==> config.mk <==
export PLATFORM = sky130hd
export DESIGN_NAME = edge_detect_multi
export DESIGN_NICKNAME = d
export VERILOG_FILES = /design/src/rtl/edge_detect_multi.sv
export SDC_FILE = /design/constraint.sdc
export NUM_CORES = 1
export LEC_CHECK = 0
export BUFFER_PORTS_ARGS = -buffer_cell sky130_fd_sc_hd__clkbuf_2
export CAP_MARGIN = 20
export CORE_MARGIN = 4
export CORE_UTILIZATION = 44
export DETAILED_ROUTE_END_ITERATION = 7
export PLACE_DENSITY = 0.71
export REMOVE_ABC_BUFFERS = 1
export SKIP_LAST_GASP = 1
export SYNTH_ARGS = -nofsm -noshare
export SYNTH_HDL_FRONTEND = slang
export SYNTH_SLANG_ARGS = --single-unit
==> constraint.sdc <==
create_clock -name clk -period 0.9 [get_ports clk]
set_input_delay 0.045 -clock clk [delete_from_list [all_inputs] [get_ports clk]]
set_output_delay 0.045 -clock clk [all_outputs]
set_load 0.01 [all_outputs]
==> src/rtl/edge_detect_multi.sv <==
// -----------------------------------------------------------------------------
// edge_detect_multi
//
// N-channel edge detector. Each channel has:
//   - a SYNC_STAGES-deep synchroniser for an asynchronous input,
//   - a glitch filter that accepts a new level only after it has persisted
//     for STABLE_CYCLES consecutive clocks,
//   - a run-time edge mode (rising / falling / both / off),
//   - a registered one-cycle tick, and
//   - a sticky event flag with write-1-to-clear.
//
// Ports:
//   clk          in   1     system clock, rising edge
//   rst          in   1     asynchronous active-high reset
//   level        in   N     raw asynchronous input levels (bit i = channel i)
//   mode         in   2*N   per-channel mode [2i+1:2i]:
//                             00 rising, 01 falling, 10 both, 11 disabled
//   clr          in   N     write-1-to-clear for event_flags
//   tick         out  N     one-cycle pulse per qualifying filtered edge
//   filt_level   out  N     filtered (debounced) level
//   event_flags  out  N     sticky event record
//   irq          out  1     OR of event_flags
// -----------------------------------------------------------------------------
module edge_detect_multi #(
  parameter int N             = 4,
  parameter int SYNC_STAGES   = 2,
  parameter int STABLE_CYCLES = 4
) (
  input  logic           clk,
  input  logic           rst,
  input  logic [N-1:0]   level,
  input  logic [2*N-1:0] mode,
  input  logic [N-1:0]   clr,
  output logic [N-1:0]   tick,
  output logic [N-1:0]   filt_level,
  output logic [N-1:0]   event_flags,
  output logic           irq
);

  localparam int CNT_W = (STABLE_CYCLES > 1) ? $clog2(STABLE_CYCLES) : 1;
  localparam logic [CNT_W-1:0] CNT_LAST = CNT_W'(STABLE_CYCLES - 1);

  localparam logic [1:0] MODE_RISE = 2'b00;
  localparam logic [1:0] MODE_FALL = 2'b01;
  localparam logic [1:0] MODE_BOTH = 2'b10;

  logic [N-1:0]     sync_q [SYNC_STAGES];
  logic [N-1:0]     sync_d [SYNC_STAGES];
  logic [N-1:0]     sync_s;
  logic [CNT_W-1:0] cnt_q  [N];
  logic [CNT_W-1:0] cnt_d  [N];
  logic [N-1:0]     filt_q, filt_d;
  logic [N-1:0]     tick_q, tick_d;
  logic [N-1:0]     flags_q, flags_d;

  // Decide whether an accepted filtered edge (towards new_level) is reported
  // under the given channel mode.
  function automatic logic edge_qualifies(input logic [1:0] m, input logic new_level);
    case (m)
      MODE_RISE: return new_level;
      MODE_FALL: return ~new_level;
      MODE_BOTH: return 1'b1;
      default:   return 1'b0;
    endcase
  endfunction

  // Synchroniser shift chain; stage 0 captures the raw input.
  always_comb begin
    sync_d[0] = level;
    for (int k = 1; k < SYNC_STAGES; k++) begin
      sync_d[k] = sync_q[k-1];
    end
  end

  assign sync_s = sync_q[SYNC_STAGES-1];

  // Glitch filter and edge qualification. Any cycle where the synchronised
  // level agrees with the filtered level restarts the count, so only a run of
  // STABLE_CYCLES disagreeing samples flips filt. The tick is computed on the
  // very edge that flips filt, using the mode present at that moment.
  always_comb begin
    filt_d = filt_q;
    tick_d = '0;
    for (int i = 0; i < N; i++) begin
      cnt_d[i] = cnt_q[i];
      if (sync_s[i] == filt_q[i]) begin
        cnt_d[i] = '0;
      end else if (cnt_q[i] == CNT_LAST) begin
        filt_d[i] = sync_s[i];
        cnt_d[i]  = '0;
        tick_d[i] = edge_qualifies(mode[2*i +: 2], sync_s[i]);
      end else begin
        cnt_d[i] = cnt_q[i] + CNT_W'(1);
      end
    end
  end

  // A tick being recorded outranks a simultaneous clear so no event is lost.
  always_comb begin
    flags_d = (flags_q & ~clr) | tick_q;
  end

  always_ff @(posedge clk or posedge rst) begin
    if (rst) begin
      for (int k = 0; k < SYNC_STAGES; k++) begin
        sync_q[k] <= '0;
      end
      for (int i = 0; i < N; i++) begin
        cnt_q[i] <= '0;
      end
      filt_q  <= '0;
      tick_q  <= '0;
      flags_q <= '0;
    end else begin
      for (int k = 0; k < SYNC_STAGES; k++) begin
        sync_q[k] <= sync_d[k];
      end
      for (int i = 0; i < N; i++) begin
        cnt_q[i] <= cnt_d[i];
      end
      filt_q  <= filt_d;
      tick_q  <= tick_d;
      flags_q <= flags_d;
    end
  end

  assign tick        = tick_q;
  assign filt_level  = filt_q;
  assign event_flags = flags_q;
  assign irq         = |flags_q;

endmodule

# Word level (Yosys, flattened, before mapping)
# Index checks and enable logic that the tools add are counted.
[totals] regBits=28 in_bits=18 output_inout_bits=13
[classes] add_sub_neg=4 n_eq_ne=16 muxes=20 n_bitwise=11 reduce_logical=9
[ops] op="$eq A2 B2 Y1 const B" count=8
[ops] op="$mux W2" count=8
[ops] op="$pmux W1 S3" count=4
[ops] op="$add A2 B1 Y2 const B" count=4
[ops] op="$eq A2 B1 Y1 const B" count=4
[ops] op="$logic_not A2 Y1" count=4
[ops] op="$mux W1" count=8
[ops] op="$not A1 Y1" count=8
[ops] op="$reduce_and A2 Y1" count=4
[ops] op="$and A4 B4 Y4" count=1
[ops] op="$eq A1 B1 Y1" count=4
[ops] op="$not A4 Y4" count=1
[ops] op="$or A4 B4 Y4" count=1
[ops] op="$reduce_or A4 Y1" count=1

# Depth between registers and ports, before layout
[logic_depth] depth_word=4 ltp_mapped=3 mapped_depth_nobuf=3

# Worst setup path after synthesis
# No wires, ideal clock.
[synth_path] kind="register to output" start="reg flags_q[2] (netlist: event_flags[2])" end="out irq" t_arrival_ps=981 required_ps=855 setup_slack_ps=-126 stages_incl_launch_ff=2 path_cell_list="dfrtp_1 > or4_1"
[synth_between] elab_chain_len=1
[synth_rtl] element="start, declared" line="54" rtl="logic [N-1:0] flags_q, flags_d;"
[synth_rtl] element="start signal, assigned" line="123" rtl="flags_q <= flags_d;"
[synth_rtl] element="$reduce_or A4 Y1" line="130" rtl="assign irq = |flags_q;"
[synth_rtl] element="end, declared" line="37" rtl="output logic irq"
# Every way passes these cells.

# Final worst setup path
# Same ends and word-level chain as after synthesis.

==> summary.md <==
| Metric | Value |
|---|---|
| Outcome | `finished, violations left` |
| Failing checks | `hold timing, setup timing` |
| Worst-path maximum fanout | `2` |
| Largest net degree at the start of global routing | `29` |
| Reg power frac | `0.424` |
| CTS tree | `done` |
| Post-Syn Area | `1062 um^2` |
| Final Slew Violations | `0` |
| Design internal power | `3.021 mW` |
| Fin cells | `164` |
| Die ar. | `3264 um^2` |
| Slew @ Worst Pin | `0.3397 ns` |
| RSZ-0062 raised after global routing | `true` |
| Total GRT Usage | `0.1533` |
| Lkg Pwr | `0.8650 nW` |
| M2 GR Usage | `0.3083` |
| Via count | `803` |
| Met1 Use GR | `0.1559` |
| I/O pins | `31` |
| DP Wirelength | `1457 um` |
| Slowest CP cell | `or4_1` |
| Root Buffer | `clkbuf_4` |
| Power per Cell Area | `2550 nW/um^2` |
| Worst Hold Path Cells | `3` |
| Critical Path Start Type | `flop` |
| Final Cycle Share | `1.599` |
| Net Sw Frac | `0.3123` |
| Combinational fraction of design power | `0.439` |
| Peak VDD IR | `0.002023 V` |
| # fillers | `134` |
| WP depth | `2` |
| Routed WL per cell | `14.48 um` |
| Hold WC Path Type | `in2reg` |
| Cell count after synthesis | `74` |
| #FFs+latches synth | `28` |
| Global-route wire length before repair | `3857 um` |
| WS Path Type | `reg2out` |
| TritonCTS Buffers | `3` |
| TritonCTS Sinks | `28` |
| Port Buffer Count | `30` |
| Via density | `4.896` |
| Slew Limit Headroom | `0.7735` |
| Share of layout cells above drive strength 1 | `0.5441` |
| Grt total ovfl | `0` |
| # H-tree levels | `1` |
| Starting Density | `0.4711` |
| CORE AREA | `2255 um^2` |
| Clock transition at path regs | `0.14 ns` |
| Clock Latency Late Sink | `0.32 ns` |
| WHS | `-0.001020 ns` |
| Vias in the first global route | `906` |
| Setup Skew | `0.002692 ns` |
| FMAX | `0.6951 GHz` |
| Final ANT Viol Nets | `0` |
| Critical Path AT | `1.39 ns` |
| Buf/Inv on CP | `1` |
| RD Place Congestion | `0.7340` |
| Number of hold violations in the final report | `1` |
| Required @ worst endpoint | `0.85 ns` |
| Post-synthesis cell type count | `15` |
| Setup WS post-layout | `-0.5387 ns` |
| ANT cells | `0` |
| Crit path largest cell delay | `0.52 ns` |
| Count of nets after finishing | `159` |
| Worst path cell trace | `or4_1 > clkbuf_2` |
| Sw power | `1.372 mW` |
| Fin crit period | `1.439 ns` |
| TritonRoute pass-1 iters | `6` |
| Initial antenna violation count | `0` |
| Synth warn | `0` |
| Vert. Die Dim | `57.14 um` |
| Residual DRC | `0` |
| Die X | `57.14 um` |
| Pre-CTS setup slack | `-0.1596 ns` |
| GR Util met3 | `0.02941` |
| Area growth from synthesis to layout | `62.19%` |
| Clock power frac | `0.136` |
| CP delay by family, top | `simple AND/OR/NAND/NOR gates` |
| R2R depth | `2` |
| Clock buffer depth | `2` |
| Final Setup Violations | `22` |
| Syn Area/Cell | `14.35 um^2` |
| DRT Wirelength | `2374 um` |
| Max-cap viol count | `0` |
| Row count | `17` |
| Seq/Total Area, Yosys | `0.6596` |
| Cells after DPL | `137` |
| CP Capture Type | `primary output` |
| Detailed Route Iter0 Violations | `5` |
| Grt peak-use layer | `met2` |
-- stage by stage --
stage                     area, um^2  setup TNS (ns)  power (mW)  utilization
after floorplan                 1062         -0.4311       2.346            -
after global placement          1285         -0.6141       2.649       0.5699
after detailed placement        1285          -1.154       2.739       0.5699
after CTS                       1594          -1.855       3.870       0.7070
after global routing            1723          -3.199       4.637       0.7642
final                           1723          -2.077       4.393       0.7642
-- layout make-up --
| class | count | area (um^2) | area share |
|---|---|---|---|
| clock buffers | 4 | 36.28 | 0.02106 |
| multi-input cells | 41 | 496.7 | 0.2883 |
| repair buffers | 58 | 432.9 | 0.2513 |
| inverters | 5 | 18.77 | 0.01089 |
| flip-flops and latches | 28 | 703.2 | 0.4081 |
| well taps | 28 | 35.03 | 0.02033 |
-- placed cells by master (no fill, tap or decap) --
| cell type | n |
|---|---|
| nand3b_1 | 3 |
| xnor2_1 | 4 |
| a21o_1 | 3 |
| clkbuf_4 | 3 |
| a21o_2 | 1 |
| buf_6 | 8 |
| xnor2_4 | 3 |
| dfrtp_1 | 26 |
| nand2_1 | 1 |
| dfrtp_2 | 2 |
| nor3_2 | 4 |
| or4_1 | 1 |
| buf_2 | 1 |
| nor2b_1 | 2 |
| buf_4 | 11 |
| xnor2_2 | 1 |
| clkbuf_2 | 27 |
| nor2b_4 | 2 |
| mux2_2 | 4 |
| buf_12 | 1 |
| o31ai_2 | 1 |
| ha_4 | 4 |
| o21ai_1 | 3 |
| clkbuf_8 | 1 |
| dlygate4sd3_1 | 10 |
| inv_1 | 5 |
| nand4bb_1 | 4 |
-- worst paths after layout --
check	endpoint	from	slack (ns)
max reg2reg	filt_level[2]	cnt_q[2]	-0.14
max in group asynchronous	filt_level[3]	rst	0.33
min	tick[2]	mode[4]	-0.001
min reg2reg	sync_s[1]	sync_d[1]	0.37
max	irq	event_flags[2]	-0.54
min in group asynchronous	tick[3]	rst	0.30
-- state kept, by name, indices dropped and copies added (netlist names) --
register     flops
sync_s           4
event_flags      4
sync_d           4
filt_level       4
cnt_q            8
tick             4
-- logic make-up (layout without fill, tap and decap cells) --
group	after synthesis	in the layout	share of synthesized area
AO/OA/AOI/OAI	8	8	0.05065
XOR/XNOR	8	8	0.06596
adder cells (fa/ha/maj)	4	4	0.04712
buffers and inverters	5	67	0.01767
flip-flops	28	28	0.6596
multiplexers	4	4	0.04240
AND/OR/NAND/NOR	17	17	0.1166
-- power by group through the flow --
stage / logic [mW] / registers (mW) / clock network [mW]
2_1_floorplan: 0.532 / 1.81 / 0
3_3_place_gp: 0.881 / 1.77 / 0
3_5_place_dp: 0.943 / 1.80 / 0
4_1_cts: 1.45 / 1.80 / 0.618
5_1_grt: 2.07 / 1.89 / 0.674
6_report: 1.93 / 1.86 / 0.600
-- cell usage after synthesis, drive strengths merged --
master / instances / area share
nand4bb: 4 / 0.042
nand2: 1 / 0.0035
o31ai: 1 / 0.0071
xnor2: 8 / 0.066
nor2b: 4 / 0.024
nand3b: 3 / 0.021
nor3: 4 / 0.019
mux2: 4 / 0.042
dfrtp: 28 / 0.66
ha: 4 / 0.047
o21ai: 3 / 0.014
a21o: 4 / 0.029
or4: 1 / 0.0071
inv: 5 / 0.018
-- metal layers --
| metal | vias to the layer above | wire [um] |
|---|---|---|
| li1 | 379 | - |
| met1 | 389 | 844 |
| met2 | 31 | 1345 |
| met3 | 4 | 139 |
| met4 | 0 | 46 |
| met5 | - | 0 |
-- worst min-delay path, stage by stage --
cell      delay, ns
clkbuf_2       0.09
xnor2_1        0.11
o21ai_1        0.06
-- repair_timing --
item / 4_1_cts / 5_1_grt
buffers inserted: 11 / 4
setup endpoints to repair: 29 / 29
hold buffers: 10 / 0
gates resized for setup: 18 / 21
hold endpoints to repair: 37 / 0
pin swaps: 5 / 1
No activity file was read; power rests on OpenSTA's default activity.
